[config.mk]
export PLATFORM = sky130hd
export DESIGN_NAME = array_ofm_drain
export DESIGN_NICKNAME = d
export VERILOG_FILES = /design/src/rtl/array_drain_pkg.sv /design/src/rtl/drain_fifo.sv /design/src/rtl/array_ofm_drain.sv
export SDC_FILE = /design/constraint.sdc
export NUM_CORES = 1
export LEC_CHECK = 0
export ABC_AREA = 0
export CAP_MARGIN = 20
export CELL_PAD_IN_SITES_DETAIL_PLACEMENT = 1
export CELL_PAD_IN_SITES_GLOBAL_PLACEMENT = 1
export CORE_UTILIZATION = 46
export DETAILED_ROUTE_END_ITERATION = 12
export PLACE_DENSITY = 0.85
export RECOVER_POWER = 50
export REMOVE_ABC_BUFFERS = 1
export SYNTH_ARGS = -nofsm -noshare
export SYNTH_HDL_FRONTEND = slang
export SYNTH_SLANG_ARGS = --single-unit
[constraint.sdc]
create_clock -name clk -period 8.4 [get_ports clk]
set_input_delay 1.68 -clock clk [delete_from_list [all_inputs] [get_ports clk]]
set_output_delay 1.68 -clock clk [all_outputs]
set_load 0.05 [all_outputs]
[src/rtl/array_drain_pkg.sv]
// Shared types for the systolic-array output drain: FSM state, latency helper, row record.
package array_drain_pkg;

  localparam int ARR_HEIGHT    = 4;
  localparam int ARR_WIDTH     = 4;
  localparam int ARR_OUT_WIDTH = 16;
  localparam int IDX_W         = (ARR_HEIGHT > 1) ? $clog2(ARR_HEIGHT) : 1;

  typedef enum logic {IDLE, DRAIN} drain_state_e;

  typedef struct packed {
    logic [ARR_WIDTH-1:0][ARR_OUT_WIDTH-1:0] data;
    logic [IDX_W-1:0]                        idx;
  } row_rec_t;

  // Last drain count: every column shifted, skewed and through the output latency.
  function automatic int drain_last(input int width, input int height, input int ofm_lat);
    return width + height + ofm_lat - 1;
  endfunction

endpackage

[src/rtl/drain_fifo.sv]
// Synchronous FIFO of deskewed result rows; head holds the last popped row when empty.
module drain_fifo
  import array_drain_pkg::*;
#(
  parameter int DEPTH = 8,
  parameter int FW    = $clog2(DEPTH + 1)
) (
  input  logic          clk,
  input  logic          rst,
  input  logic          push,
  input  row_rec_t      push_rec,
  input  logic          pop,
  output row_rec_t      head_rec,
  output logic          head_valid,
  output logic [FW-1:0] free
);

  localparam int AW = (DEPTH > 1) ? $clog2(DEPTH) : 1;

  row_rec_t      mem [DEPTH];
  row_rec_t      last_q;
  logic [AW-1:0] wr_ptr, rd_ptr;
  logic [FW-1:0] count;
  logic          do_push, do_pop;

  function automatic logic [AW-1:0] nxt(input logic [AW-1:0] p);
    return (p == AW'(DEPTH - 1)) ? '0 : p + 1'b1;
  endfunction

  assign head_valid = (count != '0);
  assign do_pop     = pop && head_valid;
  assign do_push    = push && ((count != FW'(DEPTH)) || do_pop);
  assign head_rec   = head_valid ? mem[rd_ptr] : last_q;
  assign free       = FW'(DEPTH) - count;

  always_ff @(posedge clk) begin
    if (rst) begin
      wr_ptr <= '0;
      rd_ptr <= '0;
      count  <= '0;
      last_q <= '0;
    end else begin
      if (do_push) wr_ptr <= nxt(wr_ptr);
      if (do_pop) begin
        rd_ptr <= nxt(rd_ptr);
        last_q <= mem[rd_ptr];
      end
      case ({do_push, do_pop})
        2'b10:   count <= count + 1'b1;
        2'b01:   count <= count - 1'b1;
        default: ;
      endcase
    end
  end

  always_ff @(posedge clk) begin
    if (do_push) mem[wr_ptr] <= push_rec;
  end

  // Admission control upstream must make a dropped push impossible.
  a_no_overflow: assert property (@(posedge clk) disable iff (rst) !(push && !do_push));

endmodule

[src/rtl/array_ofm_drain.sv]
// Output-chain drain: column-skewed en/clr, deskew of row-0 outputs, row FIFO to writeback.
// Optional saturation of results and sat_flag port under `ARRAY_DRAIN_SAT_EN.
module array_ofm_drain
  import array_drain_pkg::*;
#(
  parameter int HEIGHT     = ARR_HEIGHT,
  parameter int WIDTH      = ARR_WIDTH,
  parameter int OWIDTH     = 24,
  parameter int OUT_WIDTH  = ARR_OUT_WIDTH,
  parameter int OFM_LAT    = 1,
  parameter int FIFO_DEPTH = 8
) (
  input  logic                        clk,
  input  logic                        rst,
  input  logic                        start,
  output logic                        start_ready,
  output logic [WIDTH-1:0]            en_o,
  output logic [WIDTH-1:0]            clr_o,
  input  logic signed [OWIDTH-1:0]    ofm [WIDTH],
  output logic signed [OUT_WIDTH-1:0] row_data [WIDTH],
  output logic [IDX_W-1:0]            row_idx,
  output logic                        row_valid,
  input  logic                        row_ready,
  output logic                        busy,
`ifdef ARRAY_DRAIN_SAT_EN
  output logic                        sat_flag,
`endif
  output logic                        done
);

  localparam int LAST       = drain_last(WIDTH, HEIGHT, OFM_LAT);
  localparam int CNT_W      = $clog2(LAST + 1);
  localparam int FIRST_PUSH = WIDTH - 1 + OFM_LAT;
  localparam int FW         = $clog2(FIFO_DEPTH + 1);

  if (FIFO_DEPTH < HEIGHT) begin : g_depth_chk
    $error("FIFO_DEPTH must be >= HEIGHT");
  end
  if (HEIGHT != ARR_HEIGHT || WIDTH != ARR_WIDTH || OUT_WIDTH != ARR_OUT_WIDTH) begin : g_rec_chk
    $error("row record geometry in array_drain_pkg does not match parameters");
  end

  drain_state_e      state_q, state_d;
  logic [CNT_W-1:0]  cnt_q, cnt_d;
  logic [WIDTH-1:0]  en_d, clr_d;
  logic              done_d, accept, push;
  logic [FW-1:0]     free;
  row_rec_t          push_rec, head_rec;
  logic signed [OWIDTH-1:0] tap [WIDTH];

  // Column w is WIDTH-1-w cycles early relative to the last column; delay it to line up.
  for (genvar w = 0; w < WIDTH; w++) begin : g_col
    localparam int D = WIDTH - 1 - w;
    if (D == 0) begin : g_nodly
      assign tap[w] = ofm[w];
    end else begin : g_dly
      logic signed [OWIDTH-1:0] dl [D];
      always_ff @(posedge clk) begin
        if (rst) begin
          for (int k = 0; k < D; k++) dl[k] <= '0;
        end else begin
          dl[0] <= ofm[w];
          for (int k = 1; k < D; k++) dl[k] <= dl[k-1];
        end
      end
      assign tap[w] = dl[D-1];
    end
  end

  always_comb begin
    state_d = state_q;
    cnt_d   = cnt_q;
    done_d  = 1'b0;
    accept  = 1'b0;
    case (state_q)
      IDLE: if (start && start_ready) begin
        state_d = DRAIN;
        cnt_d   = '0;
        accept  = 1'b1;
      end
      DRAIN: if (cnt_q == CNT_W'(LAST)) begin
        state_d = IDLE;
        done_d  = 1'b1;
      end else begin
        cnt_d = cnt_q + 1'b1;
      end
      default: state_d = IDLE;
    endcase
    en_d  = '0;
    clr_d = '0;
    if (state_d == DRAIN) begin
      for (int w = 0; w < WIDTH; w++) begin
        en_d[w]  = (cnt_d >= CNT_W'(w)) && (cnt_d < CNT_W'(w + HEIGHT));
        clr_d[w] = (cnt_d == CNT_W'(w + HEIGHT));
      end
    end
  end

  always_ff @(posedge clk) begin
    if (rst) begin
      state_q <= IDLE;
      cnt_q   <= '0;
      en_o    <= '0;
      clr_o   <= '0;
      done    <= 1'b0;
    end else begin
      state_q <= state_d;
      cnt_q   <= cnt_d;
      en_o    <= en_d;
      clr_o   <= clr_d;
      done    <= done_d;
    end
  end

  assign busy        = (state_q == DRAIN);
  assign start_ready = (state_q == IDLE) && (free >= FW'(HEIGHT));
  assign push        = (state_q == DRAIN) && (cnt_q >= CNT_W'(FIRST_PUSH))
                       && (cnt_q < CNT_W'(FIRST_PUSH + HEIGHT));

`ifdef ARRAY_DRAIN_SAT_EN
  localparam logic [OUT_WIDTH-1:0] SAT_MAX = {1'b0, {(OUT_WIDTH-1){1'b1}}};
  localparam logic [OUT_WIDTH-1:0] SAT_MIN = {1'b1, {(OUT_WIDTH-1){1'b0}}};
  logic [WIDTH-1:0] clip;

  always_comb begin
    push_rec = '0;
    clip     = '0;
    for (int w = 0; w < WIDTH; w++) begin
      push_rec.data[w] = tap[w][OUT_WIDTH-1:0];
      // Fits only if all bits above the result sign agree with it.
      if (!(&tap[w][OWIDTH-1:OUT_WIDTH-1]) && (|tap[w][OWIDTH-1:OUT_WIDTH-1])) begin
        clip[w]          = 1'b1;
        push_rec.data[w] = tap[w][OWIDTH-1] ? SAT_MIN : SAT_MAX;
      end
    end
    push_rec.idx = IDX_W'(cnt_q - CNT_W'(FIRST_PUSH));
  end

  always_ff @(posedge clk) begin
    if (rst)                sat_flag <= 1'b0;
    else if (accept)        sat_flag <= 1'b0;
    else if (push && |clip) sat_flag <= 1'b1;
  end
`else
  logic unused_hi;

  always_comb begin
    push_rec  = '0;
    unused_hi = 1'b0;
    for (int w = 0; w < WIDTH; w++) begin
      push_rec.data[w] = tap[w][OUT_WIDTH-1:0];
      unused_hi        = unused_hi ^ (^tap[w][OWIDTH-1:OUT_WIDTH]);
    end
    push_rec.idx = IDX_W'(cnt_q - CNT_W'(FIRST_PUSH));
  end
`endif

  drain_fifo #(.DEPTH(FIFO_DEPTH), .FW(FW)) u_fifo (
    .clk        (clk),
    .rst        (rst),
    .push       (push),
    .push_rec   (push_rec),
    .pop        (row_ready),
    .head_rec   (head_rec),
    .head_valid (row_valid),
    .free       (free)
  );

  assign row_idx = head_rec.idx;
  always_comb begin
    for (int w = 0; w < WIDTH; w++) row_data[w] = head_rec.data[w];
  end

endmodule

Word level (Yosys, flattened, before mapping)
Memories as Yosys holds them, arrays and structs flattened. A register that Yosys moved wholly into a read port is not among the register bits.
Index checks and enable logic that the tools add are counted.
{"block": "word_totals", "reg_bits": 90, "inputBits": 100, "ramBits": 672, "word_cells": 93, "mem_count": 4}
{"block": "op_classes", "bitwise": 7, "reduce_logical": 16, "eq_ne": 10, "addsub": 7, "n_mux": 25, "n_lt_le_gt_ge": 11}
{"name": "u_fifo.mem", "depth": 8, "width": 66, "rd": 1, "rd_ports_with_merged_regs": 1, "write_ports": 1, "line_no": "drain_fifo.sv:20", "rtl": "row_rec_t mem [DEPTH];"}
{"name": "g_col[0].g_dly.dl", "depth": 3, "width": 24, "rd": 3, "rd_ports_with_merged_regs": 0, "write_ports": 3, "line_no": "array_ofm_drain.sv:57", "rtl": "logic signed [OWIDTH-1:0] dl [D];"}
{"name": "g_col[1].g_dly.dl", "depth": 2, "width": 24, "rd": 2, "rd_ports_with_merged_regs": 0, "write_ports": 2, "line_no": "array_ofm_drain.sv:57"}
{"name": "g_col[2].g_dly.dl", "depth": 1, "width": 24, "rd": 1, "rd_ports_with_merged_regs": 0, "write_ports": 1, "line_no": "array_ofm_drain.sv:57"}
{"cell": "24-bit 2-to-1 mux", "n": 6}
{"cell": "66-bit 2-to-1 mux", "n": 1}
{"cell": "24-bit OR reduction", "n": 1}
{"cell": "4-bit by 3-bit == test with 1-bit output (second input constant)", "n": 4}
{"cell": "4-bit by 3-bit less-than comparator with 1-bit output (second input constant)", "n": 4}
{"cell": "4-bit case mux with 2 select lines", "n": 2}
{"cell": "3-bit 2-to-1 mux", "n": 4}
{"cell": "1-bit logical AND", "n": 10}
{"cell": "1-bit 2-to-1 mux", "n": 9}
{"cell": "4-bit by 1-bit adder with 4-bit output (second input constant)", "n": 2}
{"cell": "4-bit by 1-bit >= comparator with 1-bit output (second input constant)", "n": 2}
{"cell": "4-bit by 2-bit >= comparator with 1-bit output (second input constant)", "n": 2}
{"cell": "4-bit by 3-bit >= comparator with 1-bit output (second input constant)", "n": 2}
{"cell": "4-bit 2-to-1 mux", "n": 2}
{"cell": "3-bit by 1-bit adder with 3-bit output (second input constant)", "n": 2}
{"cell": "3-bit == test (second input constant)", "n": 2}
{"cell": "1-bit bitwise OR", "n": 5}
{"cell": "4-bit == test (second input constant)", "n": 1}
{"cell": "4-bit less-than comparator (second input constant)", "n": 1}
{"cell": "4-bit inequality test (second input constant)", "n": 1}
{"cell": "4-bit nonzero test", "n": 1}
{"cell": "2-bit OR reduction", "n": 2}
{"cell": "4-bit by 1-bit subtractor with 4-bit output (second input constant)", "n": 1}
{"cell": "4-bit subtractor (first input constant)", "n": 1}
{"cell": "7 further kinds", "n": 8}

Logic depth before layout (Yosys ltp)
Gate-level depths: netlist of run 1.
{"block": "logic_depth", "word_depth": 8, "mapped_depth": 12}

By module
From an unflattened synthesis of run 1, not the netlist that was laid out.
{"block": "unflattened", "cells_unflattened": 1574, "hier_area_um2": 26817.0}
{"module": "drain_fifo", "cells_each": 1302, "seq_area_each_um2": 17436.7, "area_each_um2": 23613.9, "instances": 1}
{"module": "array_ofm_drain", "cells_each": 272, "seq_area_each_um2": 2202.1, "area_each_um2": 3203.1, "instances": 1}

Worst setup path after synthesis of run 1
Ideal clock, no wire load.
{"block": "synth_path", "path_type": "input -> register", "startpoint": "in row_ready", "endpoint": "mem u_fifo.mem[1][0] (netlist bit), enable pin", "cell_stages": 5, "required_ps": 7815, "setup_time_ps": 585, "path_slack_ps": 494, "arrival_time_ps": 7322, "cell_sequence": "inv_1 -> a311o_1 -> clkbuf_1 -> or2_2 -> nor3b_1"}
{"block": "synth_between", "elab_chain_cells": 5}
{"item": "start: declaration", "line_no": "array_ofm_drain.sv:23", "rtl": "input logic row_ready,"}
{"item": "1-bit logical AND", "line_no": "drain_fifo.sv:31", "rtl": "assign do_pop = pop && head_valid;"}
{"item": "1-bit logical OR", "line_no": "drain_fifo.sv:32", "rtl": "assign do_push = push && ((count != FW'(DEPTH)) || do_pop);"}
{"item": "1-bit logical AND", "line_no": "drain_fifo.sv:32"}
{"item": "1-bit 2-to-1 mux", "line_no": "drain_fifo.sv:57", "rtl": "if (do_push) mem[wr_ptr] <= push_rec;"}
{"item": "1-bit 2-to-1 mux (implied by the code)", "line_no": "drain_fifo.sv:57"}
{"item": "end: declaration", "line_no": "drain_fifo.sv:20"}
No other way between the ends.

Worst setup path in the final report of run 1
{"block": "layout_path", "startpoint": "in rst", "endpoint": "mem g_col[2].g_dly.dl[0][0]"}
{"block": "layout_between", "elab_chain_cells": 3}
{"item": "start: declaration", "line_no": "array_ofm_drain.sv:14", "rtl": "input logic rst,"}
{"item": "1-bit 2-to-1 mux, on equally long branches", "line_no": "array_ofm_drain.sv:62, array_ofm_drain.sv:59"}
{"item": "24-bit OR reduction (no source line) / 1-bit 2-to-1 mux (equally long branches)"}
{"item": "24-bit 2-to-1 mux (no source line) / 1-bit 2-to-1 mux (equally long branches)"}
{"item": "end: declaration", "line_no": "array_ofm_drain.sv:57"}
Parallel ways exist; a longest one is shown, timed or not.

==> results.txt, run 1 <==
----------------------------------------------------
[Layout]
  Final net count ... 1746
  Most common library cell in the layout ignoring fill and taps ... sky130_fd_sc_hd__edfxtp_1
  Most frequent cells in the layout ... sky130_fd_sc_hd__edfxtp_1 (528), sky130_fd_sc_hd__dfxtp_1 (186), sky130_fd_sc_hd__nor2_1 (149)
  Fraction of final layout cells with drive strength greater than 1 ... 0.203
  Signed area change from the synthesized netlist to the final layout ... 18.2%
  Fin area ... 31500 µm²
  Total inserted antenna cells ... 0

[CTS]
  Deepest level of the CTS H-tree ... 3
  Clock insertion delay at the later pin of the skew report ... 620 ps
  Clock slew seen by the registers of the worst setup and hold paths ... 70 ps
  Worst-case clock buffer depth ... 3
  Clk sinks ... 717
  Clock buffer count from CTS ... 75
  CTS tree ... yes
  CTS-repair resized insts ... 0
  Post-CTS setup repair buffer count ... 0
  Number of buffers inserted by hold repair at cts ... 0
  Root cell of the clock tree ... sky130_fd_sc_hd__clkbuf_16

[Drt]
  Antenna Nets Post-Route ... 0
  Avg WL per Cell ... 24.6 µm
  Total via count after detailed routing ... 13700
  Aggregate routed wire length ... 60300 µm
  Vias per inst ... 5.59
  Router iterations before antenna repair ... 5
  Residual DRC ... 0
  Iteration-0 DRC Markers ... 829

[Power and ir drop]
  Share of total power in sequential cells ... 0.512
  Reported leakage power ... 9.98 nW
  Max IR drop VDD ... 0.155 mV
  Internal power consumption ... 6.03 mW
  Total power consumption of the routed design ... 7.49 mW
  Switch share ... 0.195
  Power Dens Cells ... 238 nW/µm²
  Combinational power share ... 0.013
  Proportion of power drawn by the clock network ... 0.476
  Net switching power of the design ... 1.46 mW

[Setup path]
  Worst Setup End Kind ... flip-flop
  Buffering stage count on the worst path with inverters included ... 2
  Classification of the worst setup path ... in2reg
  CP peak stage delay ... 3120 ps
  Arrival time reported for the critical path endpoint ... 6550 ps
  Crit path max fanout ... 88
  CP Data Required Time ... 8810 ps
  Critical path startpoint category ... input pin
  Cell Chain, Critical Path ... clkbuf_1, clkbuf_2, nor2b_1
  Top delay family on crit path ... buffers and inverters
  Crit path max-delay cell type ... sky130_fd_sc_hd__clkbuf_1

[STA]
  RSZ-0062 raised after global routing ... false
  Final slew viol count ... 89
  Post-route clock period utilization ... 0.732
  Max transition margin ... -2.02
  Measured slew at the worst slew-check pin ... 4530 ps
  Clock skew ... 30.2 ps
  Final min period ... 6150 ps
  Smallest setup slack after layout ... 2250 ps
  Final setup vio count ... 0
  Max Clock Freq ... 0.163 GHz
  Final-layout worst hold slack ... 433 ps
  Final hold violation count ... 0

[Status]
  Status ... complete, but fails checks
  Violated checks ... max-capacitance violations, max-slew violations

[Global routing]
  Wire length of the first global-routing pass ... 91700 µm
  Global routing's busiest layer ... met2
  Initial antenna violation count ... 1
  Fraction of met2 tracks used by global routing ... 0.362
  Met3 usage in global routing ... 0.0356
  Maximum number of pins on one net before global-route repair ... 89
  Routing usage on met1 ... 0.260
  Vias in the first global route ... 15100
  GRT overflow ... 0
  Total global-route track usage ... 0.208

[Floorplanning]
  Initial Util ... 0.469
  Height of the chip ... 243 µm
  Io pins ... 178
  Number of rows in the core area ... 87
  Width of the chip ... 243 µm
  Die Area ... 58900 µm²
  Placeable core region ... 56800 µm²

[Placed design]
  Area after DPL ... 28900 µm²
  Count of input and output buffers ... 145
  Placement Setup Slack ... 3300 ps
  Placer congestion estimate ... 0.688
  Detailed placement HPWL ... 32000 µm

[Synthesis]
  Top cell type's share of synthesized area ... 0.595
  Yosys reg bits ... 717
  Top cell type by total area after synthesis ... sky130_fd_sc_hd__edfxtp_1
  Post-synthesis async set-or-reset flop share ... 0
  Cell count after synthesis ... 1480
  Number of distinct standard cells referenced by the synthesized netlist ... 43
  Dominant cells by area after synthesis ... sky130_fd_sc_hd__edfxtp_1 (59%), sky130_fd_sc_hd__dfxtp_1 (14%), sky130_fd_sc_hd__mux4_2 (11%)
  Yosys warns ... 0
  Flip-flop cell with the highest count after synthesis ... sky130_fd_sc_hd__edfxtp_1
  Mapped Avg Cell Area ... 18.0 µm²
  Post-synth EDFFs ... 528
  Proportion of synthesized chip area in sequential cells ... 0.737
  Area of the mapped netlist ... 26700 µm²

[Run]
  Max Cap Violations ... 1

[Hold path]
  Kind of path behind the tightest hold check ... reg2reg

----------------------------------------------------
-- Yosys cell counts (2+ instances only) --
library cell	count
sky130_fd_sc_hd__nor3b_2	2
sky130_fd_sc_hd__nor2b_1	99
sky130_fd_sc_hd__ha_1	9
sky130_fd_sc_hd__dfxtp_1	189
sky130_fd_sc_hd__nand2_1	14
sky130_fd_sc_hd__nand2b_1	3
sky130_fd_sc_hd__mux4_2	132
sky130_fd_sc_hd__edfxtp_1	528
sky130_fd_sc_hd__nor3b_1	5
sky130_fd_sc_hd__xnor2_1	5
sky130_fd_sc_hd__nor3_1	5
sky130_fd_sc_hd__mux2i_1	66
sky130_fd_sc_hd__clkbuf_1	50
sky130_fd_sc_hd__xor2_1	2
sky130_fd_sc_hd__a211oi_2	50
sky130_fd_sc_hd__buf_2	26
sky130_fd_sc_hd__a211oi_1	16
sky130_fd_sc_hd__o21ai_0	5
sky130_fd_sc_hd__buf_4	8
sky130_fd_sc_hd__inv_1	8
sky130_fd_sc_hd__nor2_1	151
sky130_fd_sc_hd__buf_6	6
sky130_fd_sc_hd__a21oi_1	79
sky130_fd_sc_hd__nand3_1	3
-- metrics by stage --
| stage | cells | utilization | setup TNS [ps] |
|---|---|---|---|
| 2_1_floorplan | 1390 | - | -24160 |
| 3_3_place_gp | 2315 | 0.508 | 0 |
| 3_5_place_dp | 2315 | 0.508 | 0 |
| 4_1_cts | 2454 | 0.556 | 0 |
| 5_1_grt | 2454 | 0.555 | 0 |
| 6_report | 2454 | 0.555 | 0 |
-- power groups by stage --
stage                     Clock (mW)  Sequential (mW)  Combinational, mW
final                           3.56             3.83             0.0956
after global routing            3.75             3.83              0.104
after CTS                       3.63             3.83             0.0986
after detailed placement           0             3.91             0.0974
after global placement             0             3.90             0.0946
after floorplan                    0             3.90             0.0257
-- registers in the layout, indices dropped and copies added (netlist names), named ones only --
name	count
cnt_q	4
u_fifo.mem	528
done	1
u_fifo.wr_ptr	3
u_fifo.count	4
en_o	4
u_fifo.rd_ptr	3
clr_o	4
g_col.g_dly.dl	96
u_fifo.last_q	66
busy	1
-- routing by layer --
metal / share of wire / up-vias
li1: - / 6025
met1: 0.41 / 7219
met2: 0.52 / 371
met3: 0.045 / 93
met4: 0.024 / 0
met5: 0 / -
-- worst paths after layout --
check / end / slack [ps] / start / depth (start not counted)
hold / removal: g_col[0].g_dly.dl[0][35] / 430 / g_col[0].g_dly.dl[0][11] / 1
setup / recovery: g_col[2].g_dly.dl[0][0] / 2250 / rst / 3
setup reg to reg: u_fifo.count[3] / 4090 / u_fifo.count[3] / 11
hold reg to reg: g_col[0].g_dly.dl[0][35] / 430 / g_col[0].g_dly.dl[0][11] / 1
-- layout make-up --
cell class              count  area (µm²)
multi-input cells         664        6540
fillers                  5069       25300
well taps                 756         946
clock inverters            37         477
clock buffers             102        2230
flip-flops and latches    717       19700
repair buffers            169        1640
inverters                   9        38.8
-- logic make-up after synthesis --
group                    count (synthesis)  share of synthesized area
flip-flops                             717                      0.737
AND/OR/NAND/NOR                        292                     0.0542
multiplexers                           198                      0.136
XOR/XNOR                                 7                    0.00230
adder cells (fa/ha/maj)                 10                    0.00498
buffers and inverters                   99                     0.0181
AO/OA/AOI/OAI                          157                     0.0474
No activity file was read; power rests on OpenSTA's default activity.
==> run 2, diff against run 1 <==
- CORE_UTILIZATION: 46 -> 51
- PLACE_DENSITY: 0.85 -> 0.89
- clock period: 8.4 -> 6.41 ns (I/O delays scaled with it)
==> run 2 against run 1 <==
- the run still ends with max-capacitance violations, max-slew violations left
- setup slack got worse by 1100 ps
- sequential cell count did not move
- cell count fell by 3.1%
- final area fell by 0.93%
- hold slack got worse by 5.5 ps
- highest routed layer is now met5
- largest power group unchanged
- wire length rose by 7.4%
- critical path depth did not move
- core utilization rose by 5.1 points
- first-iteration DRC count rose by 16%
==> results.txt, run 2 (same netlist as run 1, synthesis figures left out) <==
----------------------------------------------------
[Hold path]
  Kind of path behind the tightest hold check ... reg2reg

[CTS]
  Clock slew seen by the registers of the worst setup and hold paths ... 60 ps (about the same)
  Worst-case clock buffer depth ... 3 (unchanged)
  Clock buffer count from CTS ... 74 (-1.3%)
  Deepest level of the CTS H-tree ... 3 (unchanged)
  Number of buffers inserted by hold repair at cts ... 0 (unchanged)
  CTS-repair resized insts ... 0 (unchanged)
  Post-CTS setup repair buffer count ... 0 (unchanged)
  Clock insertion delay at the later pin of the skew report ... 610 ps (about the same)
  Root cell of the clock tree ... sky130_fd_sc_hd__clkbuf_16
  CTS tree ... yes
  Clk sinks ... 717 (unchanged)

[Drt]
  Vias per inst ... 5.86 (+4.9%)
  Aggregate routed wire length ... 64700 µm (+7.4%)
  Residual DRC ... 0 (unchanged)
  Routed metal-1 wire length ... 25700 µm (+3.7%)
  Met2 wire len ... 33900 µm (+8.3%)
  Iteration-0 DRC Markers ... 958 (+16%)
  Total via count after detailed routing ... 13900 (+1.6%)
  Antenna Nets Post-Route ... 0 (unchanged)
  Topmost layer with routed signal wires ... met5
  Avg WL per Cell ... 27.2 µm (+11%)
  Router iterations before antenna repair ... 7 (+2)
  Wire length on met3 ... 3260 µm (+21%)

[STA]
  Max Clock Freq ... 0.190 GHz
  Clock skew ... 29.2 ps (-1.05 ps)
  Final min period ... 5260 ps
  Final hold violation count ... 0 (unchanged)
  RSZ-0062 raised after global routing ... false
  Final slew viol count ... 85 (-4.5%)
  Max transition margin ... -2.03 (-0.00979)
  Post-route clock period utilization ... 0.821
  Final-layout worst hold slack ... 427 ps (-5.53 ps)
  Final setup vio count ... 0 (unchanged)
  Measured slew at the worst slew-check pin ... 4540 ps (+14.7 ps)

[Floorplanning]
  Number of rows in the core area ... 83 (-4.6%)
  Die Area ... 53200 µm² (-9.7%)
  Initial Util ... 0.517 (+0.0484)
  Placeable core region ... 51500 µm² (-9.3%)
  Height of the chip ... 231 µm (-5.0%)
  Io pins ... 178 (unchanged)
  Width of the chip ... 231 µm (-5.0%)

[Setup path]
  Crit path max-delay cell type ... sky130_fd_sc_hd__clkbuf_1
  Top delay family on crit path ... buffers and inverters
  R2R Setup Slk ... 2980 ps (-1110 ps)
  CP peak stage delay ... 3120 ps (about the same)
  Arrival time reported for the critical path endpoint ... 5700 ps (-850 ps)
  Critical path startpoint category ... input pin
  Worst Setup End Kind ... flip-flop
  CP Data Required Time ... 6850 ps (-1960 ps)
  Cell Chain, Critical Path ... clkbuf_1, buf_4, nor2b_1
  Buffering stage count on the worst path with inverters included ... 2 (unchanged)
  Crit path max fanout ... 84 (-4.5%)
  Classification of the worst setup path ... in2reg

[Layout]
  Fraction of final layout cells with drive strength greater than 1 ... 0.193 (-0.0100)
  Fin area ... 31200 µm² (-0.93%)
  Final net count ... 1750 (+0.23%)
  Signed area change from the synthesized netlist to the final layout ... 17.1%
  Most common library cell in the layout ignoring fill and taps ... sky130_fd_sc_hd__edfxtp_1
  Total inserted antenna cells ... 0 (unchanged)
  Largest register by flop count ... u_fifo.mem
  Registers with the highest flip-flop counts ... u_fifo.mem: 528 flops, g_col.g_dly.dl: 96 flops, u_fifo.last_q: 66 flops
  Flip-flop count of the largest register after layout ... 528 (unchanged)
  Finished Core Util ... 0.606 (+0.0515)
  Most frequent cells in the layout ... sky130_fd_sc_hd__edfxtp_1 (528), sky130_fd_sc_hd__dfxtp_1 (186), sky130_fd_sc_hd__nor2_1 (149)
  Final std cells w/o fill ... 2378 (-3.1%)
  Fill cells ... 4492 (-11%)

[Placed design]
  Placed cell count ... 2244 (-3.1%)
  Detailed placement HPWL ... 33700 µm (+5.4%)
  Count of input and output buffers ... 145 (unchanged)
  Placer congestion estimate ... 0.708 (+2.9%)
  Area after DPL ... 28800 µm² (about the same)

[Global routing]
  Vias in the first global route ... 15600 (+3.0%)
  Total global-route track usage ... 0.250 (+0.0426)
  Maximum number of pins on one net before global-route repair ... 95 (+6.7%)
  Initial antenna violation count ... 2 (+1)
  Wire length of the first global-routing pass ... 97500 µm (+6.4%)
  GRT overflow ... 0 (unchanged)

[Power and ir drop]
  Max IR drop VDD ... 0.162 mV (+4.6%)
  Total power consumption of the routed design ... 9.52 mW (+27%)
  Power Dens Cells ... 305 nW/µm² (+28%)
  Reported leakage power ... 9.89 nW (-0.91%)

[Status]
  Status ... complete, but fails checks
  Violated checks ... max-capacitance violations, max-slew violations

[Run]
  Max Cap Violations ... 1 (unchanged)

----------------------------------------------------
==> run 2: changes by cell type in the layout (fill, tap and decap cells not counted), moves of 4 or more <==
| cell | before | now |
|---|---|---|
| sky130_fd_sc_hd__a211oi_1 | 23 | 27 |
| sky130_fd_sc_hd__a211oi_2 | 43 | 39 |
| sky130_fd_sc_hd__clkbuf_1 | 10 | 19 |
| sky130_fd_sc_hd__clkbuf_16 | 81 | 77 |
| sky130_fd_sc_hd__clkbuf_8 | 12 | 6 |
| sky130_fd_sc_hd__clkinv_1 | 5 | 10 |
| sky130_fd_sc_hd__clkinvlp_4 | 4 | 0 |
==> run 2: report_power, final <==
part           leakage, nW  switching [mW]  total, mW  internal [mW]
Combinational         2.30          0.0680      0.128         0.0599
Sequential            6.39          0.0329       5.02           4.99
Clock                 1.20            1.78       4.38           2.59
==> run 2: stage by stage <==
step	setup WS (ps)	TNS [ps]
after global routing	867	0
after detailed placement	2040	0
final	1150	0
after CTS	1300	0
after global placement	2070	0
after floorplan	-1960	-472050
==> run 2: area by class of cell <==
cell class | instances | area [µm²] | share of cell area
clock buffer | 101 | 2080 | 0.0665
clock inverter | 33 | 364 | 0.0117
inverter | 9 | 38.8 | 0.00124
multi-input combinational | 664 | 6520 | 0.209
sequential | 717 | 19700 | 0.630
tap | 680 | 851 | 0.0273
timing repair buffer | 174 | 1710 | 0.0549
==> run 2: routing by layer <==
metal	track usage	up-vias
li1	-	6013
met1	0.307	7353
met2	0.442	442
met3	0.0459	119
met4	0.0917	2
met5	0	-
==> run 2: final timing paths <==
path / startpoint / to / cells past startpoint
min reg2reg: g_col[0].g_dly.dl[0][9] / g_col[0].g_dly.dl[0][33] / 1
min: g_col[0].g_dly.dl[0][9] / g_col[0].g_dly.dl[0][33] / 1
max: rst / g_col[0].g_dly.dl[0][30] / 3
max reg2reg: u_fifo.count[3] / u_fifo.count[3] / 10
==> run 2: worst reg2reg max path, delay by kind of cell (launching register included) <==
kind / cells / cell delay [ps]
and+or+nand+nor: 3 / 1410
DFF: 1 / 390
AOI/OAI and AO/OA: 3 / 580
xor gates and xnor gates: 1 / 110
buffers and inverters: 1 / 220
adders and majority gates: 2 / 660
==> run 3, diff against run 2 <==
- CORE_UTILIZATION: 51 -> 46
- PLACE_DENSITY: 0.89 -> 0.85
- clock period: 6.41 -> 4.31 ns (I/O delays scaled with it)
==> run 3 against run 2 <==
- the flow still finishes with violations (max-capacitance violations, max-slew violations)
- wire length decreased by 4.7%
- final area is 1.0% higher
- combinational power is 45% higher
- first-iteration DRC count fell by 4.1%
- global-route usage fell by 4.2 points
- core utilization is 5.1 points lower
- sequential cell count stayed put
- critical path depth up 2
- cell count is 3.5% higher
- sequential power increased by 49%
- largest power group unchanged
==> results.txt, run 3 (same netlist as run 1, synthesis figures left out) <==
----------------------------------------------------
[CTS]
  Clk sinks ... 717 (unchanged)
  Clock buffer count from CTS ... 74 (unchanged)
  Clock slew seen by the registers of the worst setup and hold paths ... 60 ps (about the same)
  Post-CTS setup repair buffer count ... 0 (unchanged)
  Clock insertion delay at the later pin of the skew report ... 620 ps (about the same)
  CTS tree ... yes
  Deepest level of the CTS H-tree ... 3 (unchanged)
  Root cell of the clock tree ... sky130_fd_sc_hd__clkbuf_16
  Worst-case clock buffer depth ... 3 (unchanged)

[STA]
  Max Clock Freq ... 0.241 GHz
  RSZ-0062 raised after global routing ... false
  Setup TNS ... 0 ps (unchanged)
  Final slew viol count ... 104 (+22%)
  Post-route clock period utilization ... 0.963
  Final min period ... 4150 ps
  Clock skew ... 23.9 ps (-5.27 ps)
  Final setup vio count ... 0 (unchanged)
  Final hold violation count ... 0 (unchanged)
  Max transition margin ... -0.745 (+1.28)
  Measured slew at the worst slew-check pin ... 2620 ps (-1920 ps)

[Layout]
  Finished Core Util ... 0.555 (-0.0510)
  Largest register by flop count ... u_fifo.mem
  Final std cells w/o fill ... 2462 (+3.5%)
  Signed area change from the synthesized netlist to the final layout ... 18.3%
  Fin area ... 31500 µm² (+1.0%)
  Most common library cell in the layout ignoring fill and taps ... sky130_fd_sc_hd__edfxtp_1
  Fraction of final layout cells with drive strength greater than 1 ... 0.207 (+0.0137)
  Total inserted antenna cells ... 0 (unchanged)
  Registers with the highest flip-flop counts ... u_fifo.mem: 528 flops, g_col.g_dly.dl: 96 flops, u_fifo.last_q: 66 flops
  Final net count ... 1754 (+0.23%)
  Most frequent cells in the layout ... sky130_fd_sc_hd__edfxtp_1 (528), sky130_fd_sc_hd__dfxtp_1 (186), sky130_fd_sc_hd__nor2_1 (150)
  Fill cells ... 5148 (+15%)
  Flip-flop count of the largest register after layout ... 528 (unchanged)

[Drt]
  Router iterations before antenna repair ... 5 (-2)
  Iteration-0 DRC Markers ... 919 (-4.1%)
  Antenna Nets Post-Route ... 0 (unchanged)
  Total via count after detailed routing ... 13800 (-0.65%)
  Residual DRC ... 0 (unchanged)
  Avg WL per Cell ... 25.1 µm (-7.9%)
  Aggregate routed wire length ... 61700 µm (-4.7%)
  Vias per inst ... 5.62 (-4.0%)

[Power and ir drop]
  Internal power consumption ... 11.1 mW (+46%)
  Switch share ... 0.201 (+0.00365)
  Power Dens Cells ... 442 nW/µm² (+45%)
  Proportion of power drawn by the clock network ... 0.451 (-0.008)
  Combinational power share ... 0.013 (about the same)
  Reported leakage power ... 9.95 nW (+0.60%)
  Max IR drop VDD ... 0.282 mV (+74%)
  Share of total power in sequential cells ... 0.536 (+0.009)
  Net switching power of the design ... 2.80 mW (+49%)

[Setup path]
  Crit path max fanout ... 60 (-29%)
  R2R depth ... 6 (-4)
  CP Data Required Time ... 3450 ps (-3400 ps)
  R2R Setup Slk ... 800 ps (-2180 ps)
  Cell Chain, Critical Path ... buf_12, mux4_2, mux2i_1, a21oi_1, clkdlybuf4s50_1
  Crit path max-delay cell type ... sky130_fd_sc_hd__clkdlybuf4s50_1
  CP peak stage delay ... 740 ps (-2380 ps)
  Arrival time reported for the critical path endpoint ... 3290 ps (-2410 ps)
  Classification of the worst setup path ... reg2out
  Worst reg2reg startpoint ... u_fifo.count[0]
  Worst Setup End Kind ... primary output
  Critical path startpoint category ... flip-flop

[Status]
  Violated checks ... max-capacitance violations, max-slew violations
  Status ... complete, but fails checks

[Placed design]
  Placed cell count ... 2322 (+3.5%)
  Count of input and output buffers ... 145 (unchanged)
  Placer congestion estimate ... 0.686 (-3.0%)
  Area after DPL ... 29100 µm² (+1.0%)
  Detailed placement HPWL ... 33000 µm (-2.3%)

[Global routing]
  Global routing's busiest layer ... met2
  Initial antenna violation count ... 0 (-2)
  Total global-route track usage ... 0.208 (-0.0421)
  GRT overflow ... 0 (unchanged)
  Wire length of the first global-routing pass ... 92000 µm (-5.6%)
  Met3 usage in global routing ... 0.0351 (-0.0109)
  Routing usage on met1 ... 0.259 (-0.0479)
  Vias in the first global route ... 15300 (-1.7%)
  Fraction of met2 tracks used by global routing ... 0.364 (-0.0777)
  Maximum number of pins on one net before global-route repair ... 135 (+42%)

[Hold path]
  Beginning of the worst hold path ... g_col[1].g_dly.dl[0][14]
  Number of cells on the worst hold path ... 1 (unchanged)
  Kind of path behind the tightest hold check ... reg2reg

[Floorplanning]
  Die Area ... 58900 µm² (+11%)
  Io pins ... 178 (unchanged)
  Placeable core region ... 56800 µm² (+10%)
  Height of the chip ... 243 µm (+5.2%)
  Initial Util ... 0.469 (-0.0484)
  Number of rows in the core area ... 87 (+4.8%)
  Width of the chip ... 243 µm (+5.2%)

[Run]
  Max Cap Violations ... 2 (+1)

----------------------------------------------------
==> run 3: cell types whose count changed in the layout (fill, tap and decap cells not counted), moves of 4 or more <==
cell,change
sky130_fd_sc_hd__clkinv_2,+4
sky130_fd_sc_hd__buf_12,+13
sky130_fd_sc_hd__dlygate4sd3_1,+10
sky130_fd_sc_hd__clkinvlp_4,+8
sky130_fd_sc_hd__clkdlybuf4s50_1,-10
sky130_fd_sc_hd__clkinv_1,-5
sky130_fd_sc_hd__bufinv_16,-4
sky130_fd_sc_hd__a211oi_1,-11
sky130_fd_sc_hd__a211oi_2,+11
sky130_fd_sc_hd__buf_4,-13
==> run 3: area by class of cell <==
cell class | instances | area (µm²) | area share
sequential | 717 | 19700 | 0.623
multi-input combinational | 666 | 6580 | 0.209
clock buffer | 98 | 2040 | 0.0648
timing repair buffer | 176 | 1910 | 0.0606
tap | 756 | 946 | 0.0300
clock inverter | 40 | 359 | 0.0114
inverter | 9 | 38.8 | 0.00123
==> run 3: power by group through the flow <==
stage,sequential (mW),combinational (mW),clock [mW]
final,7.47,0.186,6.27
after global routing,7.47,0.203,6.63
after CTS,7.47,0.195,6.41
after detailed placement,7.61,0.193,0
after global placement,7.60,0.185,0
after floorplan,7.60,0.0501,0
==> run 3: critical path, delay by kind of cell, from the launching register on <==
kind	cells	cell delay, ps
buf+inv	2	1160
flops	1	380
mux	2	940
compound gates	1	150
==> run 3: through the flow <==
stage	power (mW)	worst slack (ps)	hold slack (ps)
global placement	7.79	729	424
floorplan	7.65	-3640	414
detailed placement	7.81	674	428
finish	13.9	161	435
CTS	14.1	8.96	444
global route	14.3	1.29	461
==> run 3: path summary, 6_finish.rpt <==
path	end
hold / removal	g_col[1].g_dly.dl[0][38]
setup / recovery	row_data[61]
setup reg to reg	u_fifo.mem[7][56]
hold reg to reg	g_col[1].g_dly.dl[0][38]
==> run 3: what timing repair did <==
action | in CTS | in global routing
hold buffers | 0 | 0
endpoints found under the setup margin | 0 | 17
resized for setup | 0 | 2
==> run 3: routing by layer <==
metal | share of wire | vias up
li1 | - | 6057
met3 | 0.047 | 112
met1 | 0.40 | 7274
met4 | 0.027 | 0
met5 | 0 | -
met2 | 0.52 | 395
